$ cat src/rtl/inst_fetch_ctrl.sv
// inst_fetch_ctrl: self-timed instruction issue engine.
//
// Holds a 2**AddrSize-entry program memory and a program counter, and issues
// one instruction every four cycles through FETCH/DECODE/EXEC/WB phases.
//
// Ports:
//   clk              rising-edge clock
//   reset            asynchronous active-low reset
//   load_en          write load_data to mem[load_addr] (honoured only when idle)
//   load_addr        program memory write address
//   load_data        instruction word to store
//   start            begin a run at pc=0 (honoured only when idle)
//   prog_len         instructions to run (0..2**AddrSize), sampled with start
//   instruction      instruction register (IR) to the datapath
//   pc               address of the current instruction
//   enable_fetch     high in FETCH
//   enable_execute   high in EXEC
//   enable_writeback high in WB
//   busy             high whenever not idle
//   done             one-cycle pulse after a run completes
//
// Build option: define IFU_NOP_FILL_EN to load NOP into IR when a run ends;
// otherwise IR keeps the last fetched word while idle.

module inst_fetch_ctrl #(
  parameter int unsigned DataSize = 32,
  parameter int unsigned AddrSize = 4
) (
  input  logic                clk,
  input  logic                reset,
  input  logic                load_en,
  input  logic [AddrSize-1:0] load_addr,
  input  logic [DataSize-1:0] load_data,
  input  logic                start,
  input  logic [AddrSize:0]   prog_len,
  output logic [DataSize-1:0] instruction,
  output logic [AddrSize-1:0] pc,
  output logic                enable_fetch,
  output logic                enable_execute,
  output logic                enable_writeback,
  output logic                busy,
  output logic                done
);

  localparam int unsigned Depth = 1 << AddrSize;
  localparam logic [DataSize-1:0] Nop = DataSize'(32'h40000009);

  typedef enum logic [2:0] {StIdle, StFetch, StDecode, StExec, StWb} state_e;

  state_e                state_q, state_d;
  logic [AddrSize-1:0]   pc_q, pc_d;
  logic [AddrSize:0]     len_q, len_d;
  logic [DataSize-1:0]   ir_q, ir_d;
  logic                  done_q, done_d;
  logic [DataSize-1:0]   mem_q [Depth];
  logic                  last_instr;

  // Compare in AddrSize+1 bits so a full-depth run ends at pc=Depth-1
  // instead of wrapping back to 0.
  assign last_instr = ({1'b0, pc_q} + (AddrSize + 1)'(1)) == len_q;

  always_comb begin
    state_d = state_q;
    pc_d    = pc_q;
    len_d   = len_q;
    ir_d    = ir_q;
    done_d  = 1'b0;
    case (state_q)
      StIdle: begin
        if (start) begin
          if (prog_len != '0) begin
            state_d = StFetch;
            pc_d    = '0;
            len_d   = prog_len;
          end else begin
            done_d = 1'b1;
          end
        end
      end
      StFetch: begin
        ir_d    = mem_q[pc_q];
        state_d = StDecode;
      end
      StDecode: state_d = StExec;
      StExec:   state_d = StWb;
      StWb: begin
        if (last_instr) begin
          state_d = StIdle;
          done_d  = 1'b1;
          pc_d    = '0;
`ifdef IFU_NOP_FILL_EN
          ir_d    = Nop;
`else
          ir_d    = ir_q;
`endif
        end else begin
          pc_d    = pc_q + AddrSize'(1);
          state_d = StFetch;
        end
      end
      default: state_d = StIdle;
    endcase
  end

  always_ff @(posedge clk or negedge reset) begin
    if (!reset) begin
      state_q <= StIdle;
      pc_q    <= '0;
      len_q   <= '0;
      ir_q    <= Nop;
      done_q  <= 1'b0;
    end else begin
      state_q <= state_d;
      pc_q    <= pc_d;
      len_q   <= len_d;
      ir_q    <= ir_d;
      done_q  <= done_d;
    end
  end

  // Program memory is deliberately not reset so contents survive reset.
  always_ff @(posedge clk) begin
    if (load_en && (state_q == StIdle)) begin
      mem_q[load_addr] <= load_data;
    end
  end

  assign instruction      = ir_q;
  assign pc               = pc_q;
  assign enable_fetch     = (state_q == StFetch);
  assign enable_execute   = (state_q == StExec);
  assign enable_writeback = (state_q == StWb);
  assign busy             = (state_q != StIdle);
  assign done             = done_q;

endmodule

$ cat config.mk
export PLATFORM = sky130hd
export DESIGN_NAME = inst_fetch_ctrl
export DESIGN_NICKNAME = d
export VERILOG_FILES = /design/src/rtl/inst_fetch_ctrl.sv
export SDC_FILE = /design/constraint.sdc
export NUM_CORES = 1
export LEC_CHECK = 0
export CORE_MARGIN = 3
export CORE_UTILIZATION = 45
export DETAILED_ROUTE_END_ITERATION = 10
export GPL_TIMING_DRIVEN = 0
export SETUP_SLACK_MARGIN = 0.15
export SYNTH_ARGS = -nofsm -noshare
export SYNTH_HDL_FRONTEND = slang
export SYNTH_SLANG_ARGS = --single-unit
$ cat constraint.sdc
create_clock -name clk -period 8.4 [get_ports clk]
set_input_delay 0.84 -clock clk [delete_from_list [all_inputs] [get_ports clk]]
set_output_delay 0.84 -clock clk [all_outputs]
set_load 0.01 [all_outputs]
==> results of run 1 <==
cells by family after synthesis:
group / Yosys count
flops: 557
mux: 229
compound gates: 171
simple gates: 115
buf+inv: 66
xor+xnor: 7
fa+ha+maj: 1
layout by cell type (no fill, tap or decap), types with 2 or more instances in the layout:
cell / Yosys / routed
sky130_fd_sc_hd__clkbuf_8: 0 / 9
sky130_fd_sc_hd__nand2_1: 10 / 10
sky130_fd_sc_hd__buf_6: 8 / 22
sky130_fd_sc_hd__clkinv_2: 0 / 3
sky130_fd_sc_hd__clkdlybuf4s50_1: 0 / 84
sky130_fd_sc_hd__o21ai_0: 36 / 36
sky130_fd_sc_hd__xor2_1: 2 / 2
sky130_fd_sc_hd__buf_4: 10 / 12
sky130_fd_sc_hd__xnor2_1: 5 / 5
sky130_fd_sc_hd__clkbuf_1: 30 / 57
sky130_fd_sc_hd__clkbuf_16: 0 / 58
sky130_fd_sc_hd__nand2b_1: 6 / 6
sky130_fd_sc_hd__and3b_1: 2 / 2
sky130_fd_sc_hd__mux2_2: 101 / 101
sky130_fd_sc_hd__buf_16: 0 / 9
sky130_fd_sc_hd__dfstp_2: 3 / 3
sky130_fd_sc_hd__buf_2: 14 / 15
sky130_fd_sc_hd__o22ai_1: 63 / 63
sky130_fd_sc_hd__mux2i_1: 64 / 64
sky130_fd_sc_hd__mux4_2: 64 / 64
sky130_fd_sc_hd__a21oi_1: 32 / 32
sky130_fd_sc_hd__edfxtp_1: 512 / 512
sky130_fd_sc_hd__nor2_1: 49 / 37
sky130_fd_sc_hd__nor3_2: 1 / 5
sky130_fd_sc_hd__bufinv_16: 0 / 3
sky130_fd_sc_hd__buf_12: 0 / 5
sky130_fd_sc_hd__clkinv_1: 0 / 2
sky130_fd_sc_hd__nor2_4: 0 / 12
sky130_fd_sc_hd__nor3_1: 39 / 35
sky130_fd_sc_hd__o21a_1: 2 / 2
sky130_fd_sc_hd__dfrtp_1: 42 / 42
sky130_fd_sc_hd__o21bai_1: 32 / 32
sky130_fd_sc_hd__inv_1: 3 / 3
area by class of cell:
type,instances,area (µm²)
Timing Repair Buffer,115,1370
Buffer,63,363
Inverter,3,11.3
Multi-Input combinational cell,523,4990
Sequential cell,557,16500
Clock buffer,94,1680
Tap cell,607,759
Fill cell,3643,21300
Clock inverter,10,136
worst min path at each step:
stage / startpoint / endpoint / slack, ps / cells past startpoint
2_1_floorplan: len_q[1]$_DFFE_PN0P_ / len_q[1]$_DFFE_PN0P_ / 500 / 1
3_3_place_gp: len_q[1]$_DFFE_PN0P_ / len_q[1]$_DFFE_PN0P_ / 530 / 1
3_5_place_dp: len_q[3]$_DFFE_PN0P_ / len_q[3]$_DFFE_PN0P_ / 530 / 1
4_1_cts: reset / instruction[31]$_DFFE_PN0P_ / 260 / 1
5_1_grt: reset / instruction[1]$_DFFE_PN0P_ / 280 / 1
6_report: reset / instruction[31]$_DFFE_PN0P_ / 270 / 1
metrics by stage:
| stage | instances | hold WS [ps] | cell area (µm²) |
|---|---|---|---|
| floorplan | 1146 | 500 | 21800 |
| global placement | 1838 | 529 | 23400 |
| detailed placement | 1868 | 529 | 24000 |
| CTS | 1972 | 262 | 25800 |
| global route | 1972 | 280 | 25800 |
| finish | 1972 | 274 | 25800 |
routing by layer:
metal	routed length, µm	part of all wire, %
met5	0	0
met3	3300	6.4
met2	23500	46
met4	902	1.8
met1	23700	46
worst max-delay path, stage by stage (launching register included):
cell and delay [ps]:
sky130_fd_sc_hd__dfrtp_1 350, sky130_fd_sc_hd__clkbuf_1 190, sky130_fd_sc_hd__nor3b_2 780, sky130_fd_sc_hd__clkbuf_1 720, sky130_fd_sc_hd__clkdlybuf4s50_1 680
registers in the layout, indices dropped and copies added (netlist names):
name / flops
state_q: 3
pc: 4
len_q: 5
instruction: 32
done: 1
mem_q: 512
report_power, final:
group	total (mW)	switching, mW	leakage (nW)	internal (mW)
logic	1.97	1.04	2.16	0.930
clock network	2.45	1.01	0.876	1.44
registers	3.27	0.0893	5.12	3.18
==> metrics.json, run 1 <==
{
  "status": {"value": "completed"},
  "synth_area_in_compound_gates": {"value": 4.81, "unit": "%"},
  "yosys-mux-area-fraction": {"value": 14.8, "unit": "%"},
  "netlist_area": {"value": 21800, "unit": "µm²"},
  "detailedRoute.firstPassIterationCount": {"value": 5},
  "layout_worst_path_cycle_share": {"value": 49.6, "unit": "%"},
  "timing.final.ws_setup": {"value": 4230, "unit": "ps"},
  "synth-edff-count": {"value": 512},
  "critical_path_required": {"value": 7560, "unit": "ps"},
  "synth_flop_cell": {"value": "sky130_fd_sc_hd__edfxtp_1"},
  "criticalPathCategory": {"value": "register to output pin"},
  "detail_routed_via_count_per_cell": {"value": 5.74},
  "number_of_antenna_violations_at_the_first_check_in_global_routing": {"value": 0},
  "die_height": {"value": 226, "unit": "µm"},
  "yosysWarnings": {"value": 0},
  "first_pass_grt_wire_length": {"value": 75900, "unit": "µm"},
  "adder_cell_fraction_of_synth_area": {"value": 0.0575, "unit": "%"},
  "placement.io_buffers": {"value": 85},
  "synthToLayoutAreaGrowth": {"value": 18.6, "unit": "%"},
  "drive_gt1_share": {"value": 23.9, "unit": "%"},
  "dpl_worst_slack": {"value": 4840, "unit": "ps"},
  "first_global_vias": {"value": 11400},
  "clock_latency": {"value": 600, "unit": "ps"},
  "setup-tns-final": {"value": 0, "unit": "ps"},
  "critical_path.max_fanout": {"value": 10},
  "num-nets-final": {"value": 1365},
  "setup_repair_after_global_routing_missed_its_margin": {"value": "no"},
  "top_usage_layer": {"value": "met2"},
  "cts-root-to-sink-buffers": {"value": 3},
  "drt_drc_violations_left": {"value": 0},
  "final_clock_skew": {"value": 14.7, "unit": "ps"},
  "diodes": {"value": 0},
  "biggest_area_contributors_in_the_synthesized_netlist": {"value": "sky130_fd_sc_hd__edfxtp_1 (71%), sky130_fd_sc_hd__mux4_2 (6.6%), sky130_fd_sc_hd__mux2_2 (5.2%), sky130_fd_sc_hd__dfrtp_1 (4.8%), sky130_fd_sc_hd__mux2i_1 (2.9%)"},
  "post_synth_and_or_nand_nor_area_fraction": {"value": 2.48, "unit": "%"},
  "startpoint_type": {"value": "register"},
  "clk_transition_reported_paths": {"value": 60, "unit": "ps"},
  "synth_top_cells_by_count": {"value": "sky130_fd_sc_hd__edfxtp_1 (512), sky130_fd_sc_hd__mux2_2 (101), sky130_fd_sc_hd__mux2i_1 (64), sky130_fd_sc_hd__mux4_2 (64), sky130_fd_sc_hd__o22ai_1 (63)"},
  "cts.htree.levels": {"value": 2},
  "regToRegSetupSlack": {"value": 5370, "unit": "ps"},
  "floorplan.core_area": {"value": 47100, "unit": "µm²"},
  "globalRouteMet3Util": {"value": 4.15, "unit": "%"},
  "dr_total_vias": {"value": 11300},
  "cts_tree": {"value": "yes"},
  "globalRoute.totalOverflow": {"value": 0},
  "crit_end": {"value": "enable_fetch"},
  "drv_slew": {"value": 0},
  "cts-root-buf": {"value": "sky130_fd_sc_hd__clkbuf_16"},
  "worstSetupStartpoint": {"value": "state_q[2]$_DFFE_PN0P_"},
  "cts_resized": {"value": 0},
  "ir_drop": {"value": 0.144, "unit": "mV"},
  "report.final.setup_viol": {"value": 0},
  "grt_start_max_net_pins": {"value": 26},
  "global_route.usage.total": {"value": 20.4, "unit": "%"},
  "die-area": {"value": 51000, "unit": "µm²"},
  "synth-seq-cells": {"value": 557},
  "worst_slew_margin_rel": {"value": 32.2, "unit": "%"},
  "gp_congestion": {"value": 0.752},
  "finalHoldViolations": {"value": 0},
  "final_core_utilization": {"value": 54.7, "unit": "%"},
  "dp_hpwl": {"value": 33000, "unit": "µm"},
  "cts_hold_buffers": {"value": 0},
  "max_freq": {"value": 240, "unit": "MHz"},
  "finalPower": {"value": 7.69, "unit": "mW"},
  "synthesis.area_per_instance": {"value": 19.0, "unit": "µm²"},
  "floorplan.die.width": {"value": 226, "unit": "µm"},
  "clk_sink_count": {"value": 557},
  "final.min_clock_period": {"value": 4170, "unit": "ps"},
  "route.final.wire_length": {"value": 51400, "unit": "µm"},
  "timing_worst_slew_pin_value": {"value": 1010, "unit": "ps"},
  "max-cap-violations": {"value": 0},
  "cts_inserted_buffers": {"value": 56},
  "pin_count": {"value": 86},
  "combinational_family_with_the_most_area_after_synthesis": {"value": "multiplexers"},
  "synth.largest_area_cell": {"value": "sky130_fd_sc_hd__edfxtp_1"},
  "cp.arrival": {"value": 3330, "unit": "ps"},
  "hp-class": {"value": "primary input to asynchronous set/reset pin"},
  "syn_nets": {"value": 1192},
  "synth_cells": {"value": 1146},
  "synth.top_cell.area_share": {"value": 70.7, "unit": "%"},
  "portion_of_the_post_synthesis_area_used_by_sequential_elements": {"value": 75.9, "unit": "%"},
  "r2r-start": {"value": "pc[1]$_DFFE_PN0P_"},
  "synth_xor_area_share": {"value": 0.282, "unit": "%"},
  "wl_per_cell": {"value": 26.0, "unit": "µm"},
  "asyncSetResetFlopFracSynth": {"value": 8.08, "unit": "%"},
  "postCtsSetupRepairBufs": {"value": 0},
  "static-leakage-power": {"value": 8.15, "unit": "nW"},
  "final_ant_viol_nets": {"value": 0},
  "grt_util_met1": {"value": 30.6, "unit": "%"},
  "r2r-end": {"value": "instruction[14]$_DFFE_PN0P_"},
  "reg2reg_depth": {"value": 7},
  "endpoint_kind": {"value": "output pin"},
  "placementRows": {"value": 79},
  "power_density": {"value": 298, "unit": "nW/µm²"},
  "drt_first_iter_violations": {"value": 1147},
  "yosys.cell_count.top_type": {"value": "sky130_fd_sc_hd__edfxtp_1"},
  "initial_core_util": {"value": 46.1, "unit": "%"},
  "post_synth_num_cell_types": {"value": 40},
  "globalRouteMet2Util": {"value": 31.3, "unit": "%"}
}
No activity file was read; power rests on OpenSTA's default activity.
==> inputs of run 2 (changes only) <==
- clock period: 8.4 -> 3.45 ns (I/O delays scaled with it)
==> run 2 against run 1 <==
Power up 140%. Non-clock buffer count unchanged. Combinational power up 150%. Hold slack better by 5.2 ps. Sequential share of layout area down 0.50 points. Setup slack worse by 3800 ps. Final cell count about the same. Critical path depth up 2. Flip-flop and latch count unchanged.
==> metrics.json, run 2 (same netlist as run 1, synthesis figures left out) <==
{
  "final-seq-area": {"value": 16500, "unit": "µm²", "change": "unchanged"},
  "diodes": {"value": 0, "change": "unchanged"},
  "critical_path.max_fanout": {"value": 12, "change": "+2"},
  "ir_drop": {"value": 0.404, "unit": "mV", "change": "+180%"},
  "static-leakage-power": {"value": 8.25, "unit": "nW", "change": "+1.1%"},
  "synthToLayoutAreaGrowth": {"value": 19.6, "unit": "%"},
  "dp_hpwl": {"value": 33200, "unit": "µm", "change": "+0.42%"},
  "first_pass_grt_wire_length": {"value": 76800, "unit": "µm", "change": "+1.2%"},
  "grt_start_max_net_pins": {"value": 28, "change": "+7.7%"},
  "number_of_antenna_violations_at_the_first_check_in_global_routing": {"value": 0, "change": "unchanged"},
  "clock_latency": {"value": 610, "unit": "ps", "change": "about the same"},
  "clk_sink_count": {"value": 557, "change": "unchanged"},
  "cts.htree.levels": {"value": 2, "change": "unchanged"},
  "final_clock_skew": {"value": 18.1, "unit": "ps", "change": "+3.45 ps"},
  "die-area": {"value": 51000, "unit": "µm²", "change": "unchanged"},
  "layout_worst_path_cycle_share": {"value": 86.8, "unit": "%"},
  "drt_drc_violations_left": {"value": 0, "change": "unchanged"},
  "cp.arrival": {"value": 3300, "unit": "ps", "change": "-30 ps"},
  "setup_repair_after_global_routing_missed_its_margin": {"value": "no"},
  "initial_core_util": {"value": 46.1, "unit": "%", "change": "unchanged"},
  "startpoint_type": {"value": "register"},
  "final_core_utilization": {"value": 55.2, "unit": "%", "change": "+0.44 points"},
  "top_usage_layer": {"value": "met2"},
  "filler_cell_count": {"value": 3586, "change": "-1.6%"},
  "final.min_clock_period": {"value": 2990, "unit": "ps"},
  "detail_routed_via_count_per_cell": {"value": 5.80, "change": "+0.99%"},
  "cts_inserted_buffers": {"value": 56, "change": "unchanged"},
  "dpl-instance-area": {"value": 24100, "unit": "µm²", "change": "+0.62%"},
  "drt_first_iter_violations": {"value": 1034, "change": "-9.9%"},
  "final_common_cell": {"value": "sky130_fd_sc_hd__edfxtp_1"},
  "clk_transition_reported_paths": {"value": 60, "unit": "ps", "change": "about the same"},
  "path_cells": {"value": "clkbuf_1, nor3_2, nand4_1, nor3_4, buf_16, buf_16"},
  "multi_input_comb_area": {"value": 5020, "unit": "µm²", "change": "+0.63%"},
  "cts_tree": {"value": "yes"},
  "timing_worst_slew_pin_value": {"value": 1000, "unit": "ps", "change": "-14.4 ps"},
  "design_area": {"value": 26000, "unit": "µm²", "change": "+0.80%"},
  "die_height": {"value": 226, "unit": "µm", "change": "unchanged"},
  "floorplan.core_area": {"value": 47100, "unit": "µm²", "change": "unchanged"},
  "globalRoute.totalOverflow": {"value": 0, "change": "unchanged"},
  "wl_per_cell": {"value": 26.2, "unit": "µm", "change": "+0.73%"},
  "report.final.setup_viol": {"value": 0, "change": "unchanged"},
  "detailedRoute.firstPassIterationCount": {"value": 5, "change": "unchanged"},
  "endpoint_kind": {"value": "register"},
  "critical_path_required": {"value": 3760, "unit": "ps", "change": "-3800 ps"},
  "placementRows": {"value": 79, "change": "unchanged"},
  "critical_path.most_common_cell": {"value": "sky130_fd_sc_hd__buf_16"},
  "route.final.wire_length": {"value": 51700, "unit": "µm", "change": "+0.68%"},
  "finalHoldViolations": {"value": 0, "change": "unchanged"},
  "cts-root-buf": {"value": "sky130_fd_sc_hd__clkbuf_16"},
  "criticalPathCategory": {"value": "register to register"},
  "num-nets-final": {"value": 1365, "change": "unchanged"},
  "critical-path-max-stage-delay": {"value": 860, "unit": "ps", "change": "+80 ps"},
  "status": {"value": "completed"},
  "cts-root-to-sink-buffers": {"value": 3, "change": "unchanged"},
  "drive_gt1_share": {"value": 24.3, "unit": "%", "change": "+0.46 points"},
  "globalRouteMet2Util": {"value": 32.2, "unit": "%", "change": "+0.94 points"},
  "max-cap-violations": {"value": 0, "change": "unchanged"},
  "gp_congestion": {"value": 0.763, "change": "+1.5%"},
  "pin_count": {"value": 86, "change": "unchanged"},
  "dr_total_vias": {"value": 11400, "change": "+0.94%"},
  "placement.io_buffers": {"value": 85, "change": "unchanged"},
  "globalRouteMet3Util": {"value": 3.48, "unit": "%", "change": "-0.66 points"},
  "power_density": {"value": 724, "unit": "nW/µm²", "change": "+140%"},
  "worst_slew_margin_rel": {"value": 33.2, "unit": "%", "change": "+0.96 points"},
  "hp-class": {"value": "primary input to asynchronous set/reset pin"},
  "drv_slew": {"value": 0, "change": "unchanged"},
  "final_cell_mix": {"value": "sky130_fd_sc_hd__edfxtp_1 (512), sky130_fd_sc_hd__mux2_2 (101), sky130_fd_sc_hd__clkdlybuf4s50_1 (84), sky130_fd_sc_hd__mux2i_1 (64), sky130_fd_sc_hd__mux4_2 (64)"},
  "top_reg_by_flops": {"value": "mem_q"},
  "largest_register_ff_count": {"value": 512, "change": "unchanged"},
  "max_freq": {"value": 334, "unit": "MHz"},
  "grt_util_met1": {"value": 30.6, "unit": "%", "change": "unchanged"},
  "global_route.usage.total": {"value": 20.7, "unit": "%", "change": "+0.22 points"},
  "floorplan.die.width": {"value": 226, "unit": "µm", "change": "unchanged"},
  "slowest_stage_cell_on_the_critical_path": {"value": "sky130_fd_sc_hd__nor3_4"},
  "first_global_vias": {"value": 11600, "change": "+2.3%"},
  "final_ant_viol_nets": {"value": 0, "change": "unchanged"}
}
[run 2: through the flow]
| stage | setup TNS [ps] | hold WS [ps] | worst slack, ps | instances | total power, mW |
|---|---|---|---|---|---|
| 2_1_floorplan | 0 | 49.4 | 361 | 1146 | 11.2 |
| 3_3_place_gp | -659260 | 524 | -1680 | 1838 | 12.8 |
| 3_5_place_dp | 0 | 369 | 335 | 1863 | 12.9 |
| 4_1_cts | 0 | 280 | 188 | 1967 | 19.0 |
| 5_1_grt | 0 | 318 | 267 | 1971 | 19.6 |
| 6_report | 0 | 279 | 456 | 1971 | 18.8 |
[run 2: worst paths after layout]
check	end	startpoint	slack, ps	cells past startpoint
min in group clk	len_q[2]$_DFFE_PN0P_	prog_len[2]	380	2
min reg2reg	len_q[0]$_DFFE_PN0P_	len_q[0]$_DFFE_PN0P_	540	1
max in group asynchronous	instruction[8]$_DFFE_PN0P_	reset	2600	3
max	mem_q[3][6]$_DFFE_PP_	state_q[2]$_DFFE_PN0P_	460	6
min	instruction[28]$_DFFE_PN0P_	reset	280	2
max reg2reg	mem_q[3][6]$_DFFE_PP_	state_q[2]$_DFFE_PN0P_	460	6
[run 2: area by class of cell]
| class | instances | area share (%) |
|---|---|---|
| plain buffers | 63 | 1.40 |
| clock buffers | 75 | 6.01 |
| clock inverters | 28 | 0.996 |
| inverters | 3 | 0.0433 |
| multi-input cells | 523 | 19.3 |
| flip-flops and latches | 557 | 63.5 |
| well taps | 607 | 2.92 |
| repair buffers | 115 | 5.88 |
[run 2: repair_timing]
action | 4_1_cts | 5_1_grt
cloned | 0 | 0
gates resized for setup | 2 | 0
setup buffers | 0 | 4
hold endpoints to repair | 15 | 0
hold buffers | 1 | 0
setup endpoints to repair | 1 | 11
pin swaps | 0 | 2
[run 2: per-layer routing]
metal / up-vias / part of all wire, %
met3: 65 / 6.3
met1: 6003 / 45
met5: - / 0
met4: 0 / 1.9
li1: 4995 / -
met2: 360 / 47
[run 2: report_power, final]
part | leakage, nW | switching, mW | total (mW) | internal (mW)
Sequential | 5.12 | 0.219 | 7.97 | 7.75
Combinational | 2.23 | 2.54 | 4.84 | 2.30
Clock | 0.902 | 2.48 | 6.02 | 3.53
[run 2: critical path, delay by kind of cell, from the launching register on]
kind                   cells  cell delay (ps)
buffers and inverters      3              610
flip-flops                 1              360
AND/OR/NAND/NOR            3             1710
